$ cat src/rtl/contador_param_if.sv
// rtl/contador_param_if.sv - read request/response bundle for contador_param
// Purpose: groups the read handshake of contador_param.
// Signals:
//   req      read request (driven by master)
//   idx      channel selected by req (driven by master)
//   valid    data_out holds a read result this cycle (driven by slave)
//   data_out counter value returned for the accepted req (driven by slave)
// Modports: master (requester side), slave (counter block side).
interface contador_param_if #(
  parameter int NUM_CH = 4,
  parameter int CNT_W  = 5
);
  localparam int IDX_W = (NUM_CH > 2) ? $clog2(NUM_CH) : 1;

  logic             req;
  logic [IDX_W-1:0] idx;
  logic             valid;
  logic [CNT_W-1:0] data_out;

  modport master (output req, output idx, input valid, input data_out);
  modport slave  (input req, input idx, output valid, output data_out);
endinterface

$ cat src/rtl/contador_param.sv
// rtl/contador_param.sv - per-channel saturating event counters with gated 1-cycle read
// Purpose: keeps one CNT_W-bit saturating counter per channel, counts pop
//          strobes, and returns a counter value one cycle after a read is
//          accepted while the parent FSM sits in IDLE_ST.
// Ports:
//   clk      sole clock, rising edge
//   reset_L  asynchronous active-low reset
//   state    parent FSM state; reads honoured only when equal to IDLE_ST
//   pop      per-channel event strobe
//   clr      synchronous clear of all counters and ovf flags
//   ovf      sticky per-channel saturation flag
//   rd       read bundle (req, idx in; valid, data_out out)
// Optional feature: macro CONTADOR_CLR_ON_READ_EN makes accepted reads
//          destructive (selected counter and its ovf bit cleared on read).
module contador_param #(
  parameter int         NUM_CH  = 4,
  parameter int         CNT_W   = 5,
  parameter logic [3:0] IDLE_ST = 4'b0100
) (
  input  logic              clk,
  input  logic              reset_L,
  input  logic [3:0]        state,
  input  logic [NUM_CH-1:0] pop,
  input  logic              clr,
  output logic [NUM_CH-1:0] ovf,
  contador_param_if.slave   rd
);

  localparam int IDX_W = (NUM_CH > 2) ? $clog2(NUM_CH) : 1;
  localparam logic [CNT_W-1:0] CNT_MAX = {CNT_W{1'b1}};

  logic [CNT_W-1:0]  cnt [NUM_CH];
  logic [NUM_CH-1:0] sel;
  logic [NUM_CH-1:0] rd_clr;
  logic [CNT_W-1:0]  rd_val;
  logic              accept;
  logic              valid_q;
  logic [CNT_W-1:0]  data_q;

  assign accept = rd.req && (state == IDLE_ST);

  // One-hot channel select; an idx with no matching channel leaves sel
  // empty, so out-of-range reads naturally return zero and touch nothing.
  always_comb begin
    sel    = '0;
    rd_val = '0;
    for (int i = 0; i < NUM_CH; i++) begin
      sel[i] = (rd.idx == IDX_W'(i));
      rd_val = rd_val | (cnt[i] & {CNT_W{sel[i]}});
    end
  end

`ifdef CONTADOR_CLR_ON_READ_EN
  assign rd_clr = sel & {NUM_CH{accept}};
`else
  assign rd_clr = '0;
`endif

  // Counters: global clr wins over everything; a destructive read restarts
  // the channel so a same-edge pop is still counted (leaves 1, ovf 0).
  always_ff @(posedge clk or negedge reset_L) begin
    if (!reset_L) begin
      for (int i = 0; i < NUM_CH; i++) cnt[i] <= '0;
      ovf <= '0;
    end else if (clr) begin
      for (int i = 0; i < NUM_CH; i++) cnt[i] <= '0;
      ovf <= '0;
    end else begin
      for (int i = 0; i < NUM_CH; i++) begin
        if (rd_clr[i]) begin
          cnt[i] <= pop[i] ? CNT_W'(1) : '0;
          ovf[i] <= 1'b0;
        end else if (pop[i]) begin
          if (cnt[i] == CNT_MAX) begin
            ovf[i] <= 1'b1;
          end else begin
            cnt[i] <= cnt[i] + CNT_W'(1);
          end
        end
      end
    end
  end

  // Response register samples the pre-update counter value, so data_out
  // never includes a pop or clear applied on the acceptance edge.
  always_ff @(posedge clk or negedge reset_L) begin
    if (!reset_L) begin
      valid_q <= 1'b0;
      data_q  <= '0;
    end else begin
      valid_q <= accept;
      data_q  <= accept ? rd_val : '0;
    end
  end

  assign rd.valid    = valid_q;
  assign rd.data_out = data_q;

endmodule

$ cat src/flat_wrapper.sv
// flat-port wrapper written by rule: the top's interface ports become plain ports
module contador_param_flat 
#(
  parameter int         NUM_CH  = 4,
  parameter int         CNT_W   = 5,
  parameter logic [3:0] IDLE_ST = 4'b0100
)
  (clk, reset_L, state, pop, clr, ovf, rd_req, rd_idx, rd_valid, rd_data_out);
  contador_param_if #(.NUM_CH(NUM_CH), .CNT_W(CNT_W)) rd_i ();
  input  logic clk;
  input  logic reset_L;
  input  logic [3:0] state;
  input  logic [NUM_CH-1:0] pop;
  input  logic clr;
  output logic [NUM_CH-1:0] ovf;
  input wire logic [$bits(rd_i.req)-1:0] rd_req;
  input wire logic [$bits(rd_i.idx)-1:0] rd_idx;
  output wire logic [$bits(rd_i.valid)-1:0] rd_valid;
  output wire logic [$bits(rd_i.data_out)-1:0] rd_data_out;
  assign rd_i.req = rd_req;
  assign rd_i.idx = rd_idx;
  assign rd_valid = rd_i.valid;
  assign rd_data_out = rd_i.data_out;
  contador_param #(.NUM_CH(NUM_CH), .CNT_W(CNT_W), .IDLE_ST(IDLE_ST)) u_core (.clk(clk), .reset_L(reset_L), .state(state), .pop(pop), .clr(clr), .ovf(ovf), .rd(rd_i));
endmodule
$ cat config.mk
export PLATFORM = sky130hd
export DESIGN_NAME = contador_param_flat
export DESIGN_NICKNAME = d
export VERILOG_FILES = /design/src/rtl/contador_param_if.sv /design/src/rtl/contador_param.sv /design/src/flat_wrapper.sv
export SDC_FILE = /design/constraint.sdc
export NUM_CORES = 1
export LEC_CHECK = 0
export ABC_AREA = 1
export BUFFER_PORTS_ARGS = -buffer_cell sky130_fd_sc_hd__clkbuf_2
export CAP_MARGIN = 30
export CORE_ASPECT_RATIO = 1.2
export CORE_MARGIN = 4
export CORE_UTILIZATION = 59
export CTS_CLUSTER_SIZE = 40
export DETAILED_ROUTE_END_ITERATION = 12
export GPL_TIMING_DRIVEN = 0
export PLACE_DENSITY = 0.84
export SETUP_SLACK_MARGIN = 0.2
export SLEW_MARGIN = 15
export SYNTH_ARGS = -nofsm -noshare
export SYNTH_HDL_FRONTEND = slang
export SYNTH_SLANG_ARGS = --single-unit
$ cat constraint.sdc
create_clock -name clk -period 2.08 [get_ports clk]
set_input_delay 0.104 -clock clk [delete_from_list [all_inputs] [get_ports clk]]
set_output_delay 0.104 -clock clk [all_outputs]
set_load 0.02 [all_outputs]
# Yosys cells after proc, flatten, opt, wreduce, memory -nomap -nowiden
# Index checks and enable logic that the tools add are counted.
# op_classes
n_addsub	4
multipliers	0
div	0
n_lt_le_gt_ge	0
n_eq_ne	12
shifts	0
muxes	19
n_bitwise	7
reduce_logical	18
# ops
op	n
two-way mux 5 bit	9
adder 5 x 1 -> 5 bit, second input constant	4
AND 5 bit	4
== test 5 bit, second input constant	4
two-way mux 20 bit	1
AND reduction 2 bit	8
nonzero test 2 bit	8
OR 5 bit	3
two-way mux 1 bit	8
inequality test 2 bit, second input constant	4
== test 2 bit, second input constant	2
== test 4 x 3 -> 1 bit, second input constant	1
two-way mux 4 bit	1
== test 2 x 1 -> 1 bit, second input constant	1
zero test 2 bit	1
logical AND 1 bit	1
# word_totals
reg_bits	30
latch_bits	0
mem_bits_rw	0
mem_bits_ro	0
out_inout_bits	10
memories	0

# Depth between registers and ports, before layout
# depth
word_depth	6
ltp_mapped	10

# Least setup slack after synthesis
# Ideal clock, no wire load.
# synth_timing
path_kind	flip-flop to flip-flop
from	register u_core.cnt[0] in the netlist's numbering
to	register u_core.cnt[3] in the netlist's numbering
setup_ns	0.119
t_arrival_ns	1.263
required_time_ns	1.961
path_slack_ns	0.698
stages_incl_launch_ff	11
path_cell_list	dfrtp_1 -> ha_1 -> nand2_1 -> nor2_1 -> ha_1 -> inv_1 -> nand2_1 -> nand2_2 -> nand3_1 -> nand2_1 -> nor2_1
# synth_via
elab_chain_cells	4
# synth_lines
item	line	text
start, declared	contador_param.sv:32	logic [CNT_W-1:0] cnt [NUM_CH];
start signal, assigned by index	contador_param.sv:71	cnt[i] <= pop[i] ? CNT_W'(1) : '0;
start signal, assigned by index	contador_param.sv:77	cnt[i] <= cnt[i] + CNT_W'(1);
adder 5 x 1 -> 5 bit	contador_param.sv:77	
two-way mux 5 bit	contador_param.sv:74	if (cnt[i] == CNT_MAX) begin
two-way mux 5 bit	contador_param.sv:73	end else if (pop[i]) begin
two-way mux 20 bit	contador_param.sv:65	end else if (clr) begin
# Parallel ways exist; a longest one is shown, timed or not. The select of a mux whose other input is x is not followed.
# A chain may end at the register's enable or synchronous reset.

# Worst setup path after layout
# layout_timing
from	register u_core.cnt[10] in the netlist's numbering
to	register u_core.cnt[13] in the netlist's numbering
# Same word-level chain as after synthesis.

==> impl_metrics.tcl <==
set metrics [dict create \
    crit_chain "ha_1 > nand2_1 > nor2_1 > ha_1 > inv_1 > nand3_1 > nor2_1 > nand2_1 > nand2_1 > nor2_1" \
    max_freq_mhz 635 \
    place_congestion 0.876 \
    grtUsageTotal_pct 21.5 \
    via_per_inst 5.36 \
    grt_max_degree 31 \
    slew_viol_final 0 \
    critPathMaxFanout 3 \
    p_int_uw 804 \
    nFillCells 180 \
    portBuffers 23 \
    path_class "reg -> reg" \
    die_h_um 63.8 \
    grt_pass1_vias 1317 \
    period_share_pct 75.7 \
    vias 1387 \
    die_x_um 54.5 \
    seqPwrFrac_pct 56.1 \
    yosysTopAreaCellShare_pct 49.0 \
    synth_area_um2 1530 \
    postSynthCellCount 196 \
    grt_pass1_wl_um 5440 \
    fin_cells 259 \
    switchingPower_uw 296 \
    dp_slack_ps 546 \
    hold_viol 0 \
    start_util_pct 64.5 \
    insertion_delay_ps 340 \
    crit_path_max_incr_delay_ps 420 \
    synth_area_leaders "dfrtp_1, nand2_1, nor2_1, ha_1, nand3_1" \
    htree_levels 2 \
    syn2layout_area_growth_pct 14.6 \
    dr.pass1.iters 4 \
    yosys_warnings 0 \
    ys_seq_area_share_pct 49.0 \
    tightest_slew_ps 734 \
    switching_share_pct 26.9 \
    finalClockSkew_ps 12.4 \
    leakagePower_uw 0.000904 \
    syn_nets 218 \
    cap_violations 0 \
    cts_root_buf "clkbuf_4" \
    startpoint_type "flop" \
    power_frac_comb_pct 10.7 \
    clock_path_buffers 2 \
    worst_path_max_delay_cell "dfrtp_1" \
    dp_hpwl_um 2400 \
    status "finished, final reports clean" \
    rsz0062_at_grt "false" \
    power_frac_clock_pct 33.2 \
    clock_sinks 30 \
    setup_viol 0 \
    ys_ff_latch 30 \
    wl_per_cell_um 12.3 \
    maxSlewHeadroom_pct 51.1 \
    placed_cells 250 \
    layout-drive-gt1-share_pct 17.1 \
    cts_buffers 5 \
    antenna_found_initial 0 \
    arrival_ps 1800 \
    worst_slack_ps 505 \
    total_power_uw 1100 \
    tritoncts "yes" \
    synth_top_area_cell "dfrtp_1" \
    netlist-cell-type-count 14 \
    clkSlewWorstSetupHoldPaths_ps 100 \
    design_area_um2 1760 \
    drtIter0Drc 58 \
    overflow 0 \
    core_area_um2 2380 \
    rows 19 \
    drc 0 \
    peakVddDrop_uv 640 \
    num_io_pins 24 \
    routed_wl_um 3200 \
    fin_nets 249 \
    place_area_um2 1690 \
    hold_class "in -> reg" \
    tns_ps 0 \
    power_density_nw_per_um2 626 \
    hold_path_depth 2 \
    min_period_ps 1580 \
    r2r_cells 10 \
    die_area_um2 3480 \
    avgSynthCellArea_um2 7.82 \
    drt.antenna.violating_nets 0 \
    required_ps 2310 \
    critPathCaptureType "flop" \
    diodes 0 \
]
-- metrics by stage --
step           hold slack [ps]  utilization, %
4_1_cts                   13.2            73.9
2_1_floorplan             -192               -
6_report                  15.4            73.9
5_1_grt                   25.5            73.9
3_3_place_gp               179            70.9
3_5_place_dp               191            70.9
-- cells by family (layout without fill, tap and decap cells) --
family          count (synthesis)  after routing  synth area share, %
compound gates                 30             30                 9.80
fa+ha+maj                       8              8                 6.53
buf+inv                        28             60                 7.84
flops                          30             30                 49.0
simple gates                  100            100                 26.9
-- cell type report --
type | count | area, um^2 | share of cell area (%)
tap | 31 | 38.8 | 2.21
inverter | 26 | 97.6 | 5.56
sequential | 30 | 751 | 42.7
buffer | 2 | 22.5 | 1.28
timing repair buffer | 24 | 125 | 7.12
multi-input combinational | 138 | 662 | 37.7
clock inverter | 1 | 5.00 | 0.285
clock buffer | 7 | 55.1 | 3.13
-- flip-flops by register name (all words and copies together) (netlist names) --
| register | count |
|---|---|
| u_core.cnt | 20 |
| u_core.rd.data_out | 5 |
| u_core.ovf | 4 |
| u_core.rd.valid | 1 |
-- power groups by stage --
stage,clock [uW],sequential [uW],combinational (uW)
after floorplan,0,623,69.5
after global placement,0,626,108
after detailed placement,0,628,116
after CTS,368,616,118
after global routing,394,619,135
final,365,617,118
-- final timing paths --
path / from / to / slack [ps]
min in group asynchronous: reset_L / u_core.cnt[1] / 350
setup reg to reg: u_core.cnt[10] / u_core.cnt[13] / 500
max in group asynchronous: reset_L / u_core.rd.data_out[1] / 1260
hold / removal: clr / u_core.ovf[0] / 20
setup / recovery: u_core.cnt[10] / u_core.cnt[13] / 500
hold reg to reg: u_core.ovf[2] / u_core.ovf[2] / 510
-- cell usage after synthesis, drive strengths merged --
library cell / number
nor2: 31
nor3: 1
buf: 2
a21oi: 12
ha: 8
dfrtp: 30
nand2: 48
nand3: 20
inv: 26
o21ai: 18
-- metal layers --
layer | track usage, % | vias up | part of all wire, %
met5 | 0 | - | 0
met1 | 25.3 | 623 | 42
met2 | 32.9 | 55 | 45
met4 | 15.6 | 0 | 4.5
met3 | 5.58 | 18 | 8.2
li1 | - | 691 | -
-- timing repair --
item,in CTS,in global routing
gates resized for setup,0,0
hold endpoints to repair,30,0
buffers inserted,0,0
hold buffers,1,0
-- worst max-delay path: cells and delay by family, from the launching register on --
| family | cells | cell delay [ps] |
|---|---|---|
| flops | 1 | 420 |
| simple gates | 7 | 570 |
| fa+ha+maj | 2 | 410 |
| buf+inv | 1 | 70 |
-- placed cells by master (no fill, tap or decap) --
cell type,count
nand2_1,46
dfrtp_1,30
nor2_1,29
inv_1,23
clkbuf_2,23
nand3_1,20
o21ai_1,16
a21oi_1,12
ha_1,8
clkbuf_4,5
inv_2,3
nor2_2,2
buf_6,2
o21ai_0,2
nand2_2,2
nor3_1,1
clkbuf_8,1
clkbuf_1,1
clkinv_2,1
dlygate4sd3_1,1
Note: power is estimated with default switching activity, not from simulation.
